`src/rtl/fp_alu_pkg.sv`:
```
// Shared encodings, sequencer state type and default latencies for the FP ALU sequencer.
package fp_alu_pkg;

  localparam logic [2:0] ALU_MFC1 = 3'b000;
  localparam logic [2:0] ALU_MTC1 = 3'b001;
  localparam logic [2:0] ALU_ADD  = 3'b010;
  localparam logic [2:0] ALU_SUB  = 3'b011;
  localparam logic [2:0] ALU_MOV  = 3'b100;
  localparam logic [2:0] ALU_CEQ  = 3'b101;
  localparam logic [2:0] ALU_CLT  = 3'b110;
  localparam logic [2:0] ALU_CLE  = 3'b111;

  localparam int DEF_LAT_ARITH = 3;
  localparam int DEF_LAT_CMP   = 2;

  typedef enum logic [1:0] {
    ST_IDLE = 2'd0,
    ST_EXEC = 2'd1,
    ST_WB   = 2'd2
  } seq_state_t;

endpackage

```
`src/rtl/fp_op_decode.sv`:
```
// Combinational decode of ALUop/functcode into ALU op code, latency class,
// compare flag and legality.
module fp_op_decode
  import fp_alu_pkg::*;
#(
  parameter int LAT_ARITH = DEF_LAT_ARITH,
  parameter int LAT_CMP   = DEF_LAT_CMP
) (
  input  logic [1:0] aluop,
  input  logic [5:0] functcode,
  output logic [2:0] aluctl,
  output logic [3:0] lat,
  output logic       is_cmp,
  output logic       legal
);

  localparam logic [3:0] LAT_A = 4'(LAT_ARITH);
  localparam logic [3:0] LAT_C = 4'(LAT_CMP);

  // op table: unlisted COP1 functs and ALUop=11 fall out as illegal
  always_comb begin
    aluctl = ALU_MFC1;
    lat    = 4'd1;
    is_cmp = 1'b0;
    legal  = 1'b1;
    case (aluop)
      2'b00: aluctl = ALU_MFC1;
      2'b01: aluctl = ALU_MTC1;
      2'b10: begin
        case (functcode)
          6'h00: begin aluctl = ALU_ADD; lat = LAT_A; end
          6'h01: begin aluctl = ALU_SUB; lat = LAT_A; end
          6'h06: aluctl = ALU_MOV;
          6'h32: begin aluctl = ALU_CEQ; lat = LAT_C; is_cmp = 1'b1; end
          6'h30: begin aluctl = ALU_CLT; lat = LAT_C; is_cmp = 1'b1; end
          6'h36: begin aluctl = ALU_CLE; lat = LAT_C; is_cmp = 1'b1; end
          default: legal = 1'b0;
        endcase
      end
      default: legal = 1'b0;
    endcase
  end

endmodule

```
`src/rtl/fp_alu_sequencer.sv`:
```
// Issue/EXEC/WB sequencer for the COP1 FP ALU.
// Optional FP_SEQ_PERF_CNT_EN adds a 32-bit stall_cycles performance counter.
module fp_alu_sequencer
  import fp_alu_pkg::*;
#(
  parameter int LAT_ARITH = DEF_LAT_ARITH,
  parameter int LAT_CMP   = DEF_LAT_CMP
) (
  input  logic        clk,
  input  logic        reset,
  input  logic        issue_valid,
  output logic        issue_ready,
  input  logic [1:0]  ALUop,
  input  logic [5:0]  functcode,
  input  logic [4:0]  fd,
  output logic [2:0]  ALUcontrol,
  input  logic        alu_cmp_in,
  output logic        wb_valid,
  output logic        wb_gpr,
  output logic [4:0]  wb_reg,
  output logic        fcc,
  output logic        illegal,
  output logic        stall
`ifdef FP_SEQ_PERF_CNT_EN
  ,
  output logic [31:0] stall_cycles
`endif
);

  logic [2:0] dec_ctl_s;
  logic [3:0] dec_lat_s;
  logic       dec_cmp_s;
  logic       dec_legal_s;

  seq_state_t state_r, state_next_s;
  logic [3:0] cnt_r, cnt_next_s;
  logic [2:0] aluctl_r;
  logic [4:0] fd_r;
  logic       is_cmp_r;
  logic       wb_valid_r;
  logic       wb_gpr_r;
  logic [4:0] wb_reg_r;
  logic       fcc_r;
  logic       illegal_r;
  logic       accept_s;
  logic       start_s;
  logic       wb_set_s;

  fp_op_decode #(
    .LAT_ARITH (LAT_ARITH),
    .LAT_CMP   (LAT_CMP)
  ) u_decode (
    .aluop     (ALUop),
    .functcode (functcode),
    .aluctl    (dec_ctl_s),
    .lat       (dec_lat_s),
    .is_cmp    (dec_cmp_s),
    .legal     (dec_legal_s)
  );

  assign issue_ready = (state_r != ST_EXEC);
  assign stall       = issue_valid & ~issue_ready;
  assign accept_s    = issue_valid & issue_ready;
  assign start_s     = accept_s & dec_legal_s;
  assign wb_set_s    = (state_r == ST_EXEC) && (cnt_r == 4'd0) && !is_cmp_r;

  // next-state and latency counter
  always_comb begin
    state_next_s = state_r;
    cnt_next_s   = cnt_r;
    case (state_r)
      ST_IDLE, ST_WB: begin
        if (start_s) begin
          state_next_s = ST_EXEC;
          cnt_next_s   = dec_lat_s - 4'd1;
        end else begin
          state_next_s = ST_IDLE;
        end
      end
      ST_EXEC: begin
        if (cnt_r == 4'd0) begin
          state_next_s = ST_WB;
        end else begin
          cnt_next_s = cnt_r - 4'd1;
        end
      end
      default: begin
        state_next_s = ST_IDLE;
        cnt_next_s   = 4'd0;
      end
    endcase
  end

  // state register
  always_ff @(posedge clk) begin
    if (reset) begin
      state_r <= ST_IDLE;
      cnt_r   <= 4'd0;
    end else begin
      state_r <= state_next_s;
      cnt_r   <= cnt_next_s;
    end
  end

  // latched op and registered result/flag outputs; wb strobe is armed on EXEC exit
  always_ff @(posedge clk) begin
    if (reset) begin
      aluctl_r   <= ALU_MFC1;
      fd_r       <= 5'd0;
      is_cmp_r   <= 1'b0;
      wb_valid_r <= 1'b0;
      wb_gpr_r   <= 1'b0;
      wb_reg_r   <= 5'd0;
      fcc_r      <= 1'b0;
      illegal_r  <= 1'b0;
    end else begin
      if (start_s) begin
        aluctl_r <= dec_ctl_s;
        fd_r     <= fd;
        is_cmp_r <= dec_cmp_s;
      end
      wb_valid_r <= wb_set_s;
      wb_gpr_r   <= wb_set_s && (aluctl_r == ALU_MFC1);
      if (wb_set_s) begin
        wb_reg_r <= fd_r;
      end
      if ((state_r == ST_WB) && is_cmp_r) begin
        fcc_r <= alu_cmp_in;
      end
      illegal_r <= accept_s & ~dec_legal_s;
    end
  end

  // a reset landing on the WB cycle must suppress the strobe already armed
  assign wb_valid   = wb_valid_r & ~reset;
  assign wb_gpr     = wb_gpr_r;
  assign wb_reg     = wb_reg_r;
  assign fcc        = fcc_r;
  assign illegal    = illegal_r;
  assign ALUcontrol = aluctl_r;

`ifdef FP_SEQ_PERF_CNT_EN
  logic [31:0] stall_cnt_r;

  // counts cycles an offered op is held off; wraps naturally
  always_ff @(posedge clk) begin
    if (reset) begin
      stall_cnt_r <= 32'd0;
    end else if (stall) begin
      stall_cnt_r <= stall_cnt_r + 32'd1;
    end else begin
      stall_cnt_r <= stall_cnt_r;
    end
  end

  assign stall_cycles = stall_cnt_r;
`endif

endmodule

```
`config.mk`:
```
export PLATFORM = sky130hd
export DESIGN_NAME = fp_alu_sequencer
export DESIGN_NICKNAME = d
export VERILOG_FILES = /design/src/rtl/fp_alu_pkg.sv /design/src/rtl/fp_op_decode.sv /design/src/rtl/fp_alu_sequencer.sv
export SDC_FILE = /design/constraint.sdc
export NUM_CORES = 1
export LEC_CHECK = 0
export CORE_MARGIN = 1
export CORE_UTILIZATION = 52
export CTS_BUF_LIST = sky130_fd_sc_hd__clkbuf_16
export CTS_CLUSTER_DIAMETER = 50
export DETAILED_ROUTE_END_ITERATION = 8
export PLACE_DENSITY = 0.84
export SYNTH_ARGS = -nofsm -noshare
export SYNTH_HDL_FRONTEND = slang
export SYNTH_HIERARCHICAL = 1
export SYNTH_SLANG_ARGS = --single-unit
```
`constraint.sdc`:
```
create_clock -name clk -period 3.1 [get_ports clk]
set_input_delay 0.62 -clock clk [delete_from_list [all_inputs] [get_ports clk]]
set_output_delay 0.62 -clock clk [all_outputs]
set_load 0.01 [all_outputs]
```
==> results.rst <==
.. list-table::
   :header-rows: 1

   * - Metric
     - Value
   * - Summed negative setup slack over all endpoints
     - 0 ns
   * - Synth Register Bits
     - 24
   * - Fraction of final layout cells with drive strength greater than 1
     - 0.0824
   * - Arrival time at the worst endpoint
     - just under 3 ns
   * - Critical path launch point type
     - primary input
   * - Worst reg2reg path startpoint
     - state_r[0]
   * - Largest area contributor in the synthesized netlist
     - sky130_fd_sc_hd__dfxtp_1
   * - Crit-path cells
     - clkdlybuf4s50_1 -> inv_1 -> ha_1 -> nor2b_1 -> nand2_1 -> o41ai_2 -> a21oi_1 -> a21oi_1 -> o21ai_0 -> o2bb2ai_1
   * - Capturing element type of the critical path
     - flip-flop
   * - Number of setup violations in the final report
     - 0
   * - DRT Pass-1 Iters
     - 4
   * - Diodes inserted
     - 0
   * - Commonest cells in the synthesized netlist
     - 29 x sky130_fd_sc_hd__nand2_1, 24 x sky130_fd_sc_hd__dfxtp_1, 20 x sky130_fd_sc_hd__a21oi_1, 8 x sky130_fd_sc_hd__nor2_1, 8 x sky130_fd_sc_hd__nor2b_1
   * - Fraction of synthesized cell area taken by the top area cell type
     - 0.385
   * - Initial Utilization
     - 0.559
   * - Antenna violations before repair
     - 0
   * - Largest net degree at the start of global routing
     - 24
   * - Unrepaired setup endpoints after global routing
     - no
   * - Area after detailed placement
     - 1570 sq um
   * - Number of post-CTS setup repair buffers
     - 0
   * - Capture instance of the worst register-to-register path
     - cnt_r[1]
   * - Post-synthesis instance total
     - ~150
   * - Share of flip-flops with an asynchronous set or reset
     - 0
   * - Input/output buffers
     - 30
   * - Final estimated routing congestion in global placement
     - roughly 0.87
   * - Die footprint
     - 2600 sq um
   * - Overall via count from detail_route
     - about 1200
   * - Post-DP HPWL
     - 2170 um
   * - Std cell rows
     - 17
   * - Max-slew headroom
     - 0.665
   * - All-layer global routing usage
     - 0.276
   * - Mapped cell area
     - about 1200 sq um
   * - Most common cell in the synthesized netlist
     - sky130_fd_sc_hd__nand2_1
   * - Root buf cell
     - sky130_fd_sc_hd__clkbuf_16
   * - Family with the most delay on the worst path
     - compound AO/OA/AOI/OAI gates
   * - Post-synthesis area per instance
     - 8.26 sq um
   * - Run status
     - finished, final reports clean
   * - Synth Flop Type
     - sky130_fd_sc_hd__dfxtp_1
   * - Min Tclk post-route
     - 2.79 ns
   * - Die Span X
     - a little over 50 um
   * - Part of the cycle the worst path needs
     - 0.899
   * - Count of flip-flops with a built-in enable after synthesis
     - 0
   * - Average vias per placed instance
     - ~5.7
   * - Via count of the first global-routing pass
     - 1140
   * - Sequential share of the synthesized area
     - 0.385
   * - Cell seen most often among critical-path stages
     - sky130_fd_sc_hd__a21oi_1
   * - Routed wire length
     - 3210 um
   * - Worst hold start
     - fd_r[1]
   * - CTS H-Tree Depth
     - 1
   * - Slew Limit Fails
     - 0
   * - Tightest Hold Check Type
     - flip-flop to flip-flop
   * - Slowest cell delay on critical path
     - about 0.47 ns
   * - Hold Path Sink
     - wb_reg[1]
   * - Number of fillers in the final layout
     - between 150 and 200
   * - Most area-consuming cells after synthesis
     - sky130_fd_sc_hd__dfxtp_1 39%, sky130_fd_sc_hd__nand2_1 8.7%, sky130_fd_sc_hd__a21oi_1 8.0%
   * - Area taken by flip-flops and latches
     - ~480 sq um
   * - Largest clock skew in the final design
     - 0.00436 ns
   * - Area occupied by multi-input gates
     - roughly 710 sq um
   * - Clock latency on the worst-skew pair
     - between 0.2 and 0.3 ns
   * - Post-route ant nets
     - 0
   * - Hold violation total from the final report
     - 0
   * - Total gr overflow
     - 0
   * - CTS buffer count
     - 3
   * - Yosys warning total
     - 6
   * - Count of distinct cell types in the synthesized netlist
     - 40
   * - Clock tree buffer depth
     - 2
   * - Critical Setup Path Class
     - primary input to flip-flop
   * - Area overhead of the layout relative to synthesis
     - 34.5%
   * - CTS tree
     - yes
   * - Hold path depth
     - 2
   * - Violation count after the first detailed-routing iteration
     - 48
   * - CTS resizes
     - 0
   * - Sinks on the clock net
     - 24
   * - Number of remaining DRC errors
     - 0
   * - Slowest-stage cell, CP
     - sky130_fd_sc_hd__clkdlybuf4s50_1
   * - Clock transition at the registers of the reported paths
     - 0.06 ns
   * - Achievable clock frequency
     - roughly 0.36 GHz
   * - Summed area of non-filler cells in the final layout
     - 1680 sq um
   * - Hold bufs inserted after CTS
     - 0
   * - Peak VDD IR
     - 0.458 mV
   * - Slew at the pin closest to its max-slew limit
     - approximately 0.5 ns
   * - Leak pwr
     - roughly 0.64 nW
   * - Wire length per cell after detailed routing
     - 15.3 um
   * - Critical path data required time
     - about 3.3 ns
   * - R2r worst-path depth
     - 8
   * - Count of maximum capacitance violations
     - 0
   * - Worst path buffer plus inverter count
     - 2
   * - Power per unit of standard cell area
     - between 400 and 500 nW/um^2
   * - Final Net Count
     - about 200
   * - Placeable core region
     - around 2200 sq um
   * - Global-route wire length before repair
     - between 5000 and 6000 um
   * - Critical-path maximum fanout
     - 5
   * - Vert. Die Dim
     - 51.0 um
   * - FF-to-FF setup slack
     - 1.43 ns
   * - Top-level I/O count
     - 31
## stage by stage
step	hold WS (ns)	util	setup WS (ns)	instances	total power, mW
2_1_floorplan	0.432	-	0.779	152	0.401
3_3_place_gp	0.448	0.704	0.291	206	0.446
3_5_place_dp	0.448	0.704	0.176	206	0.449
4_1_cts	0.461	0.751	0.345	210	0.821
5_1_grt	0.491	0.751	0.160	210	0.845
6_report	0.461	0.751	0.314	210	0.821
## cell type report
cell class              count  area share
repair buffers             33       0.192
inverters                   6      0.0149
multi-input cells         115       0.423
flip-flops and latches     24       0.286
well taps                  28      0.0209
clock inverters             1      0.0179
clock buffers               3      0.0447
## cells by family after synthesis
family | share of synthesized area
adder cells (fa/ha/maj) | 0.0502
multiplexers | 0.0401
buffers and inverters | 0.0491
AO/OA/AOI/OAI | 0.179
XOR/XNOR | 0.00702
flip-flops | 0.385
AND/OR/NAND/NOR | 0.287
other | 0.00301
## per-layer routing
| layer | global-route usage | vias up | part of all wire |
|---|---|---|---|
| met1 | 0.319 | 556 | 0.41 |
| met5 | 0 | - | 0 |
| met3 | 0.0476 | 11 | 0.054 |
| li1 | - | 584 | - |
| met2 | 0.498 | 50 | 0.51 |
| met4 | 0.111 | 0 | 0.022 |
## how the worst max path moves through the flow
stage	start	endpoint	cells after the start	slack (ns)
5_1_grt	ALUop[0]	cnt_r[1]	10	0.16
2_1_floorplan	ALUop[0]	cnt_r[0]	9	0.78
3_5_place_dp	ALUop[0]	cnt_r[2]	10	0.18
4_1_cts	ALUop[0]	cnt_r[2]	10	0.34
6_report	ALUop[0]	cnt_r[2]	10	0.31
3_3_place_gp	ALUop[0]	cnt_r[2]	10	0.29
## where the power goes
part	leakage, nW	total, mW	internal [mW]	switching, mW
Combinational	0.395	0.120	0.0583	0.0621
Sequential	0.195	0.328	0.319	0.00881
Clock	0.0511	0.373	0.257	0.116
Total	0.641	0.821	0.634	0.187
## cells in the final DEF (no fill, tap or decap), types with 2 or more instances in the layout
master	synthesis	layout
sky130_fd_sc_hd__nor2_1	8	8
sky130_fd_sc_hd__inv_1	5	5
sky130_fd_sc_hd__clkbuf_16	0	3
sky130_fd_sc_hd__o21ai_0	6	6
sky130_fd_sc_hd__and2_1	2	2
sky130_fd_sc_hd__dfxtp_1	24	24
sky130_fd_sc_hd__a22oi_1	2	2
sky130_fd_sc_hd__clkdlybuf4s50_1	0	30
sky130_fd_sc_hd__ha_1	5	5
sky130_fd_sc_hd__mux2i_1	5	5
sky130_fd_sc_hd__buf_4	2	3
sky130_fd_sc_hd__nor2b_1	8	8
sky130_fd_sc_hd__conb_1	1	2
sky130_fd_sc_hd__nor3_1	4	4
sky130_fd_sc_hd__a21oi_1	20	20
sky130_fd_sc_hd__nand2_1	29	29
sky130_fd_sc_hd__and3_1	2	2
## worst register-to-register path: cells and delay by family (launching register included)
| family | cells | cell delay (ns) |
|---|---|---|
| adder cells (fa/ha/maj) | 1 | 0.30 |
| buffers and inverters | 2 | 0.25 |
| multiplexers | 2 | 0.23 |
| AO/OA/AOI/OAI | 1 | 0.12 |
| flip-flops | 1 | 0.43 |
| AND/OR/NAND/NOR | 2 | 0.28 |
Power figures use the tool's default switching activity.
